### config.mk
export PLATFORM = sky130hd
export DESIGN_NAME = wb_stage_flat
export DESIGN_NICKNAME = d
export VERILOG_FILES = /design/src/rtl/wb_stage_if.sv /design/src/rtl/wb_stage.sv /design/src/flat_wrapper.sv
export SDC_FILE = /design/constraint.sdc
export NUM_CORES = 1
export LEC_CHECK = 0
export BUFFER_PORTS_ARGS = -buffer_cell sky130_fd_sc_hd__buf_2
export CAP_MARGIN = 20
export CORE_AREA = 2 2 95 97
export DETAILED_ROUTE_END_ITERATION = 12
export DIE_AREA = 0 0 97 99
export PLACE_DENSITY = 0.86
export SLEW_MARGIN = 20
export SYNTH_ARGS = -nofsm -noshare
export SYNTH_HDL_FRONTEND = slang
export SYNTH_SLANG_ARGS = --single-unit
### constraint.sdc
create_clock -name clk -period 2.8 [get_ports clk]
set_clock_uncertainty 0.15 [all_clocks]
set_input_delay 0.28 -clock clk [delete_from_list [all_inputs] [get_ports clk]]
set_output_delay 0.28 -clock clk [all_outputs]
set_load 0.02 [all_outputs]
### src/rtl/wb_stage_if.sv
// MEM-to-writeback handshake bundle: retiring instruction fields plus the load response.
// The MEM side is the master and the writeback stage is the slave.
interface wb_stage_if #(
  parameter int DATA_WIDTH     = 32,
  parameter int REG_ADDR_WIDTH = 5
);
  logic                      in_valid;
  logic                      in_ready;
  logic [REG_ADDR_WIDTH-1:0] in_rd_addr;
  logic                      in_rd_we;
  logic                      in_is_load;
  logic [2:0]                in_funct3;
  logic [1:0]                in_addr_lsb;
  logic [DATA_WIDTH-1:0]     in_result;
  logic                      mem_rsp_valid;
  logic [DATA_WIDTH-1:0]     mem_rsp_data;

  modport master (
    output in_valid, in_rd_addr, in_rd_we, in_is_load, in_funct3,
           in_addr_lsb, in_result, mem_rsp_valid, mem_rsp_data,
    input  in_ready
  );

  modport slave (
    input  in_valid, in_rd_addr, in_rd_we, in_is_load, in_funct3,
           in_addr_lsb, in_result, mem_rsp_valid, mem_rsp_data,
    output in_ready
  );
endinterface

### src/rtl/wb_stage.sv
// rv32i writeback stage: retires one instruction per cycle into the register file,
// waits for and extends load data, and exposes forwarding/load-hazard status.
module wb_stage #(
  parameter int DATA_WIDTH       = 32,
  parameter int REG_ADDR_WIDTH   = 5,
  parameter int RETIRE_CNT_WIDTH = 32
) (
  input  logic                        clk,
  input  logic                        rst_n,
  wb_stage_if.slave                   bus,
  output logic                        rf_write_en,
  output logic [REG_ADDR_WIDTH-1:0]   rf_rd_addr,
  output logic [DATA_WIDTH-1:0]       rf_rd_data,
  output logic                        fwd_valid,
  output logic                        load_pending,
  output logic [REG_ADDR_WIDTH-1:0]   load_rd_addr,
  output logic                        load_err,
  output logic [RETIRE_CNT_WIDTH-1:0] retire_count
);

  typedef enum logic [1:0] {
    IDLE     = 2'd0,
    WAIT_MEM = 2'd1,
    HOLD     = 2'd2
  } state_t;

  state_t          state;
  logic            held_we;
  logic [2:0]      held_funct3;
  logic [1:0]      held_lsb;
  logic            accept;
  logic            rd_nonzero;
  logic            load_bad;
  logic [7:0]      load_byte;
  logic [15:0]     load_half;
  logic [DATA_WIDTH-1:0] load_ext;

  localparam logic [RETIRE_CNT_WIDTH-1:0] RETIRE_ONE = {{(RETIRE_CNT_WIDTH-1){1'b0}}, 1'b1};

  assign bus.in_ready = (state != WAIT_MEM);
  assign accept       = bus.in_valid && (state != WAIT_MEM);
  assign rd_nonzero   = (bus.in_rd_addr != '0);
  assign fwd_valid    = rf_write_en;
  assign load_pending = (state == WAIT_MEM);
  assign load_rd_addr = rf_rd_addr;

  // Misaligned halves/words and the unused funct3 codes are flagged, but still complete.
  always_comb begin
    load_bad = 1'b0;
    case (bus.in_funct3)
      3'b001, 3'b101: load_bad = bus.in_addr_lsb[0];
      3'b010:         load_bad = (bus.in_addr_lsb != 2'b00);
      3'b011, 3'b110, 3'b111: load_bad = 1'b1;
      default:        load_bad = 1'b0;
    endcase
  end

  always_comb begin
    load_byte = bus.mem_rsp_data[7:0];
    case (held_lsb)
      2'd1:    load_byte = bus.mem_rsp_data[15:8];
      2'd2:    load_byte = bus.mem_rsp_data[23:16];
      2'd3:    load_byte = bus.mem_rsp_data[31:24];
      default: load_byte = bus.mem_rsp_data[7:0];
    endcase
    load_half = held_lsb[1] ? bus.mem_rsp_data[31:16] : bus.mem_rsp_data[15:0];
    case (held_funct3)
      3'b000:  load_ext = {{(DATA_WIDTH-8){load_byte[7]}}, load_byte};
      3'b001:  load_ext = {{(DATA_WIDTH-16){load_half[15]}}, load_half};
      3'b100:  load_ext = {{(DATA_WIDTH-8){1'b0}}, load_byte};
      3'b101:  load_ext = {{(DATA_WIDTH-16){1'b0}}, load_half};
      default: load_ext = bus.mem_rsp_data;
    endcase
  end

  // Entering HOLD is the retire point: the write strobe and the counter update together.
  always_ff @(posedge clk or negedge rst_n) begin
    if (!rst_n) begin
      state        <= IDLE;
      held_we      <= 1'b0;
      held_funct3  <= 3'b000;
      held_lsb     <= 2'b00;
      rf_write_en  <= 1'b0;
      rf_rd_addr   <= '0;
      rf_rd_data   <= '0;
      load_err     <= 1'b0;
      retire_count <= '0;
    end else begin
      rf_write_en <= 1'b0;
      load_err    <= 1'b0;
      case (state)
        WAIT_MEM: begin
          if (bus.mem_rsp_valid) begin
            rf_rd_data   <= load_ext;
            rf_write_en  <= held_we && (rf_rd_addr != '0);
            retire_count <= retire_count + RETIRE_ONE;
            state        <= HOLD;
          end
        end
        default: begin
          if (accept) begin
            rf_rd_addr <= bus.in_rd_addr;
            held_we    <= bus.in_rd_we;
            if (bus.in_is_load) begin
              held_funct3 <= bus.in_funct3;
              held_lsb    <= bus.in_addr_lsb;
              load_err    <= load_bad;
              state       <= WAIT_MEM;
            end else begin
              rf_rd_data   <= bus.in_result;
              rf_write_en  <= bus.in_rd_we && rd_nonzero;
              retire_count <= retire_count + RETIRE_ONE;
              state        <= HOLD;
            end
          end else begin
            state <= IDLE;
          end
        end
      endcase
    end
  end

endmodule

### src/flat_wrapper.sv
// flat-port wrapper written by rule: the top's interface ports become plain ports
module wb_stage_flat 
#(
  parameter int DATA_WIDTH       = 32,
  parameter int REG_ADDR_WIDTH   = 5,
  parameter int RETIRE_CNT_WIDTH = 32
)
  (clk, rst_n, rf_write_en, rf_rd_addr, rf_rd_data, fwd_valid, load_pending, load_rd_addr, load_err, retire_count, bus_in_valid, bus_in_rd_addr, bus_in_rd_we, bus_in_is_load, bus_in_funct3, bus_in_addr_lsb, bus_in_result, bus_mem_rsp_valid, bus_mem_rsp_data, bus_in_ready);
  wb_stage_if #(.DATA_WIDTH(DATA_WIDTH), .REG_ADDR_WIDTH(REG_ADDR_WIDTH)) bus_i ();
  input  logic clk;
  input  logic rst_n;
  output logic rf_write_en;
  output logic [REG_ADDR_WIDTH-1:0] rf_rd_addr;
  output logic [DATA_WIDTH-1:0] rf_rd_data;
  output logic fwd_valid;
  output logic load_pending;
  output logic [REG_ADDR_WIDTH-1:0] load_rd_addr;
  output logic load_err;
  output logic [RETIRE_CNT_WIDTH-1:0] retire_count;
  input wire logic [$bits(bus_i.in_valid)-1:0] bus_in_valid;
  input wire logic [$bits(bus_i.in_rd_addr)-1:0] bus_in_rd_addr;
  input wire logic [$bits(bus_i.in_rd_we)-1:0] bus_in_rd_we;
  input wire logic [$bits(bus_i.in_is_load)-1:0] bus_in_is_load;
  input wire logic [$bits(bus_i.in_funct3)-1:0] bus_in_funct3;
  input wire logic [$bits(bus_i.in_addr_lsb)-1:0] bus_in_addr_lsb;
  input wire logic [$bits(bus_i.in_result)-1:0] bus_in_result;
  input wire logic [$bits(bus_i.mem_rsp_valid)-1:0] bus_mem_rsp_valid;
  input wire logic [$bits(bus_i.mem_rsp_data)-1:0] bus_mem_rsp_data;
  output wire logic [$bits(bus_i.in_ready)-1:0] bus_in_ready;
  assign bus_i.in_valid = bus_in_valid;
  assign bus_i.in_rd_addr = bus_in_rd_addr;
  assign bus_i.in_rd_we = bus_in_rd_we;
  assign bus_i.in_is_load = bus_in_is_load;
  assign bus_i.in_funct3 = bus_in_funct3;
  assign bus_i.in_addr_lsb = bus_in_addr_lsb;
  assign bus_i.in_result = bus_in_result;
  assign bus_i.mem_rsp_valid = bus_mem_rsp_valid;
  assign bus_i.mem_rsp_data = bus_mem_rsp_data;
  assign bus_in_ready = bus_i.in_ready;
  wb_stage #(.DATA_WIDTH(DATA_WIDTH), .REG_ADDR_WIDTH(REG_ADDR_WIDTH), .RETIRE_CNT_WIDTH(RETIRE_CNT_WIDTH)) u_core (.clk(clk), .rst_n(rst_n), .bus(bus_i), .rf_write_en(rf_write_en), .rf_rd_addr(rf_rd_addr), .rf_rd_data(rf_rd_data), .fwd_valid(fwd_valid), .load_pending(load_pending), .load_rd_addr(load_rd_addr), .load_err(load_err), .retire_count(retire_count));
endmodule
* Word level (Yosys, flattened, before mapping) *
Index checks and enable logic that the tools add are counted.

operators by class
  add/sub/neg operators = 1
  equality and inequality tests = 16
  multiplexer cells = 23
  bitwise gates (word level) = 1
  reductions and logical operators = 13

operator list
  operator                 count
  $mux W32                 8
  $pmux W32 S4             1
  $add A32 B1 Y32 const B  1
  $pmux W8 S3              1
  $mux W16                 1
  $eq A3 B3 Y1 const B     5
  $reduce_bool A5 Y1       2
  $mux W2                  4
  $mux W1                  7
  $eq A3 B1 Y1 const B     2
  $eq A3 B2 Y1 const B     2
  $reduce_and A3 Y1        2
  $eq A2 B1 Y1 const B     2
  $eq A2 B2 Y1 const B     2
  $ne A2 B1 Y1 const B     2
  $reduce_bool A2 Y1       2
  $logic_and A1 B1 Y1      3
  $logic_not A3 Y1         1
  $pmux W1 S3              1
  $reduce_or A3 Y1         1
  $ne A2 B2 Y1 const B     1
  $reduce_and A2 Y1        1
  $reduce_or A2 Y1         1
  $not A1 Y1               1

word-level totals
  bits in registers = 79
  bits of input ports = 80
  output and inout port bits = 79
  word-level logic and storage cells = 63

* Longest topological paths before layout *
  depth after elaboration = 6
  gate-level depth with buffers = 8
  depth with buffers taken out = 6

* Worst setup path before layout *
No wires, ideal clock.

  path kind = flip-flop to flip-flop
  from = reg u_core.held_lsb[1]
  to = reg u_core.rf_rd_data[21]
  library setup time = 0.130 ns
  arrival time = 1.567 ns
  data required time = 2.520 ns
  slack = 0.954 ns
  cell stages (with the launch flop) = 8
  buffers on the path = 2
  cell sequence = dfrtp_1 clkbuf_1 mux2_2 nand2_1 o21ai_0 a21oi_2 buf_2 a211oi_1

on the way
  longest elaborated chain between the ends = 5

ends and longest elaborated chain
  what                                          RTL line         RTL
  start, declared                               wb_stage.sv:30   logic [1:0] held_lsb;
  start signal, assigned                        wb_stage.sv:106  held_lsb <= bus.in_addr_lsb;
  $eq A2 B2 Y1 or $eq A2 B1 Y1 (tied branches)  wb_stage.sv:60   case (held_lsb)
  $pmux W8 S3                                   wb_stage.sv:60
  $pmux W32 S4 (*)                              wb_stage.sv:67   case (held_funct3)
  $mux W32 (*)                                  wb_stage.sv:93   if (bus.mem_rsp_valid) begin
  $mux W32 (*)                                  wb_stage.sv:91   case (state)
  end signal, assigned                          wb_stage.sv:94   rf_rd_data <= load_ext;
  end signal, assigned                          wb_stage.sv:110  rf_rd_data <= bus.in_result;
  end, declared                                 wb_stage.sv:13   output logic [DATA_WIDTH-1:0] rf_rd_data,

Mark *: on every way between the ends. The rest lies on a longest branch, timed or not. The select of a mux whose other input is x is not followed.
A chain may end at the register's enable or synchronous reset.

* Worst setup path after layout *
  from = reg u_core.state[1]
  to = out load_pending

on the way
  longest elaborated chain between the ends = 1

ends and longest elaborated chain
  what                    RTL line            RTL
  start, declared         wb_stage.sv:27      state_t state;
  start signal, assigned  wb_stage.sv:79      state <= IDLE;
  start signal, assigned  wb_stage.sv:97      state <= HOLD;
  start signal, assigned  wb_stage.sv:108     state <= WAIT_MEM;
  $eq A2 B1 Y1            wb_stage.sv:44      assign load_pending = (state == WAIT_MEM);
  end, declared           flat_wrapper.sv:16  output logic load_pending;

Every way passes these cells.

==> impl_metrics.csv <==
group,metric,value,unit
job,max-cap-violations,0,
power_and_ir_drop,p_int,0.00218,W
global_routing,grt_pass1_vias,3555,
final_layout,stdcell_count,670,
yosys,ys_warn_count,0,
floorplan,boundaryPins,159,
critical_path,startpoint_type,"flip-flop",
timing,min_period,2.19,ns
yosys,synth_cell_type_count,41,
placed_design,gp_congestion,0.926,
floorplan,die_y,99,um
floorplan,dieArea,9600,um2
placed_design,post-dp-hpwl,8.29,mm
clock_tree,cts-root-buf,"clkbuf_8",
floorplan,coreArea,8550,um2
clock_tree,clkLatencyLatePin,0.35,ns
critical_path,crit_arrival,1.76,ns
routing,drc,0,
clock_tree,numCtsBuffers,9,
global_routing,track_usage,23.2,%
floorplan,initial_core_util,46.3,%
critical_path,cp-end-kind,"output port",
clock_tree,clkSlewWorstSetupHoldPaths,0.08,ns
power_and_ir_drop,leakagePower,2.43,nW
timing,grt_setup_unrepaired,"no",
placed_design,dp.cells,653,
timing,finalMaxSlewViolations,0,
final_layout,n_antenna_cell,0,
power_and_ir_drop,switching_power,0.00128,W
clock_tree,htree_levels,3,
floorplan,fp.dieW,97,um
timing,slew_headroom,47.6,%
placed_design,pre_cts_ws,0.647,ns
critical_path,critPathRequiredTime,2.37,ns
final_layout,area_growth_syn_to_layout,27.0,%
final_layout,fill_cells,757,
routing,wl_per_cell,16.5,um
clock_tree,cts_setup_buffers,0,
routing,ant_nets,0,
power_and_ir_drop,power_density,688,nW/um2
run_status,outcome,"finished clean",
timing,fin_crit_sh,78.1,%
global_routing,grt_pass1_wl,17.8,mm
global_routing,antenna_found_initial,0,
critical_path,path_cells,"nand2b_1 > buf_4 > clkinv_1 > buf_4 > buf_2",
routing,routed_wl,11.0,mm
routing,num_vias,3643,
final_layout,seq_area,1980,um2
clock_tree,cts_buffer_depth,2,
yosys,yosys_register_bits,79,
timing,setup_slack,0.613,ns
power_and_ir_drop,p_comb_share,31.8,%
yosys,synth_fp_nets,486,
timing,tightestPinTransition,0.786,ns
critical_path,worstSetupPathType,"reg -> out",
clock_tree,cts_resized,0,
clock_tree,clkSinkCount,79,
critical_path,cpPeakStageDelay,0.37,ns
yosys,synth_cells,405,
critical_path,cp_max_fo,34,
yosys,ys_seq_area_share,49.9,%
clock_tree,cts_tree,"yes",
placed_design,port_buffers,158,
final_layout,multi_input_area,1830,um2
routing,detail_route.first_pass.iterations,4,
floorplan,placementRows,34,
final_layout,layout.nets,638,
routing,initialDrtViolationCount,224,
power_and_ir_drop,ir_worst_vdd,0.339,mV
power_and_ir_drop,power_switching_share,36.9,%
yosys,synth_area_per_cell,9.78,um2
min_path,worst_hold_path_type,"in -> reg",
critical_path,crit_top_cell,"buf_4",
timing,finalHoldViolCount,0,
power_and_ir_drop,clkPwrFrac,24.9,%
global_routing,overflow,0,
routing,vias_per_cell,5.44,
yosys,syn_area,3960,um2
global_routing,grt_max_degree,80,
timing,fmax,0.457,GHz
final_layout,layout-drive-gt1-share,36.8,%
timing,finalSetupViolCount,0,
critical_path,slowest_stage,"dfrtp_1",
timing,setup_tns,0,ns
power_and_ir_drop,power_frac_seq,43.3,%
-- worst max-delay path: cells and delay by family (launching register included) --
kind | cells | cell delay, ns
buf+inv | 4 | 0.86
simple gates | 1 | 0.17
flops | 1 | 0.37
-- synthesized netlist by cell type (all sizes together) --
master | instances | area [um2]
nor3 | 30 | 150
nand2b | 3 | 18.8
nor3b | 1 | 7.51
ha | 1 | 12.5
xnor2 | 19 | 166
a22oi | 7 | 52.6
dfrtp | 79 | 1980
nand3b | 1 | 7.51
or2 | 1 | 6.26
nor2 | 43 | 161
o21bai | 1 | 7.51
clkinv | 1 | 3.75
or4 | 2 | 15.0
nand3 | 9 | 45.0
nor4 | 2 | 12.5
inv | 4 | 15.0
a221o | 1 | 10.0
nor2b | 3 | 18.8
a21oi | 4 | 23.8
nand4 | 14 | 87.6
a211oi | 30 | 225
nand2 | 47 | 176
nor4b | 1 | 23.8
mux2i | 7 | 70.1
clkbuf | 11 | 41.3
o21ai | 23 | 115
xor2 | 12 | 105
a311oi | 1 | 8.76
and2 | 3 | 18.8
mux2 | 20 | 229
a31oi | 1 | 6.26
buf | 16 | 96.3
o22ai | 1 | 6.26
and3 | 3 | 18.8
and4 | 1 | 8.76
or3 | 2 | 12.5
-- power by group through the flow --
stage                     logic, W  registers (W)  clock network, W
after floorplan           0.000490        0.00171                 0
final                      0.00110        0.00150          0.000861
after detailed placement   0.00110        0.00152                 0
after CTS                  0.00111        0.00150          0.000873
after global routing       0.00119        0.00153          0.000932
after global placement     0.00108        0.00151                 0
-- through the flow --
| step | util, % | cell area (um2) | hold slack [ns] | total power (W) |
|---|---|---|---|---|
| after floorplan | - | 3960 | -0.166 | 0.00220 |
| after global placement | 56.4 | 4820 | 0.311 | 0.00259 |
| after detailed placement | 56.4 | 4820 | 0.318 | 0.00262 |
| after CTS | 58.8 | 5030 | 0.00922 | 0.00348 |
| after global routing | 58.8 | 5030 | 0.0132 | 0.00365 |
| final | 58.8 | 5030 | 0.0225 | 0.00346 |
-- registers in the layout (all words and copies together) (netlist names) --
signal	flops
u_core.rf_rd_data	32
u_core.load_err	1
u_core.retire_count	32
u_core.state	2
u_core.load_rd_addr	5
u_core.fwd_valid	1
u_core.held_we	1
u_core.held_funct3	3
u_core.held_lsb	2
-- area by class of cell --
type | instances | area share [%]
Clock inverter | 6 | 1.19
Inverter | 5 | 0.373
Sequential cell | 79 | 39.3
Tap cell | 108 | 2.69
Clock buffer | 10 | 2.74
Multi-Input combinational cell | 294 | 36.3
Timing Repair Buffer | 168 | 17.4
-- kinds of logic after synthesis --
group	after synthesis	share of synthesized area, %
xor gates and xnor gates	31	6.85
DFF	79	49.9
buffers and inverters	32	3.95
muxes	27	7.55
and+or+nand+nor	166	19.9
adders and majority gates	1	0.316
AOI/OAI and AO/OA	69	11.5
-- final timing paths --
| kind | startpoint | endpoint | slack [ns] | depth (start not counted) |
|---|---|---|---|---|
| setup / recovery | u_core.state[1] | load_pending | 0.61 | 5 |
| hold / removal | bus_in_rd_we | u_core.held_we | 0.02 | 2 |
| setup reg to reg | u_core.held_lsb[1] | u_core.rf_rd_data[27] | 0.61 | 5 |
| hold reg to reg | u_core.retire_count[31] | u_core.retire_count[31] | 0.33 | 1 |
| max in group asynchronous | rst_n | u_core.rf_rd_data[3] | 1.62 | 2 |
| min in group asynchronous | rst_n | u_core.retire_count[15] | 0.38 | 2 |
-- per-layer routing --
metal / track usage [%] / share of wire, %
met2: 38.1 / 49
met4: 8.34 / 1.6
met5: 0 / 0
met3: 5.39 / 7.3
met1: 30.2 / 42
-- repair_timing --
| item | CTS | global route |
|---|---|---|
| setup endpoints to repair | 0 | 0 |
| hold endpoints to repair | 79 | 0 |
| hold buffers | 1 | 0 |
-- placed cells by master (no fill, tap or decap), types with 14 or more instances in the layout --
master and count:
a211oi_1 30, buf_2 157, dfrtp_1 79, mux2_2 19, nand2_1 47, nand4_1 14
nor2_1 43, nor3_1 30, o21ai_0 23, xnor2_1 19
No activity file was read; power rests on OpenSTA's default activity.
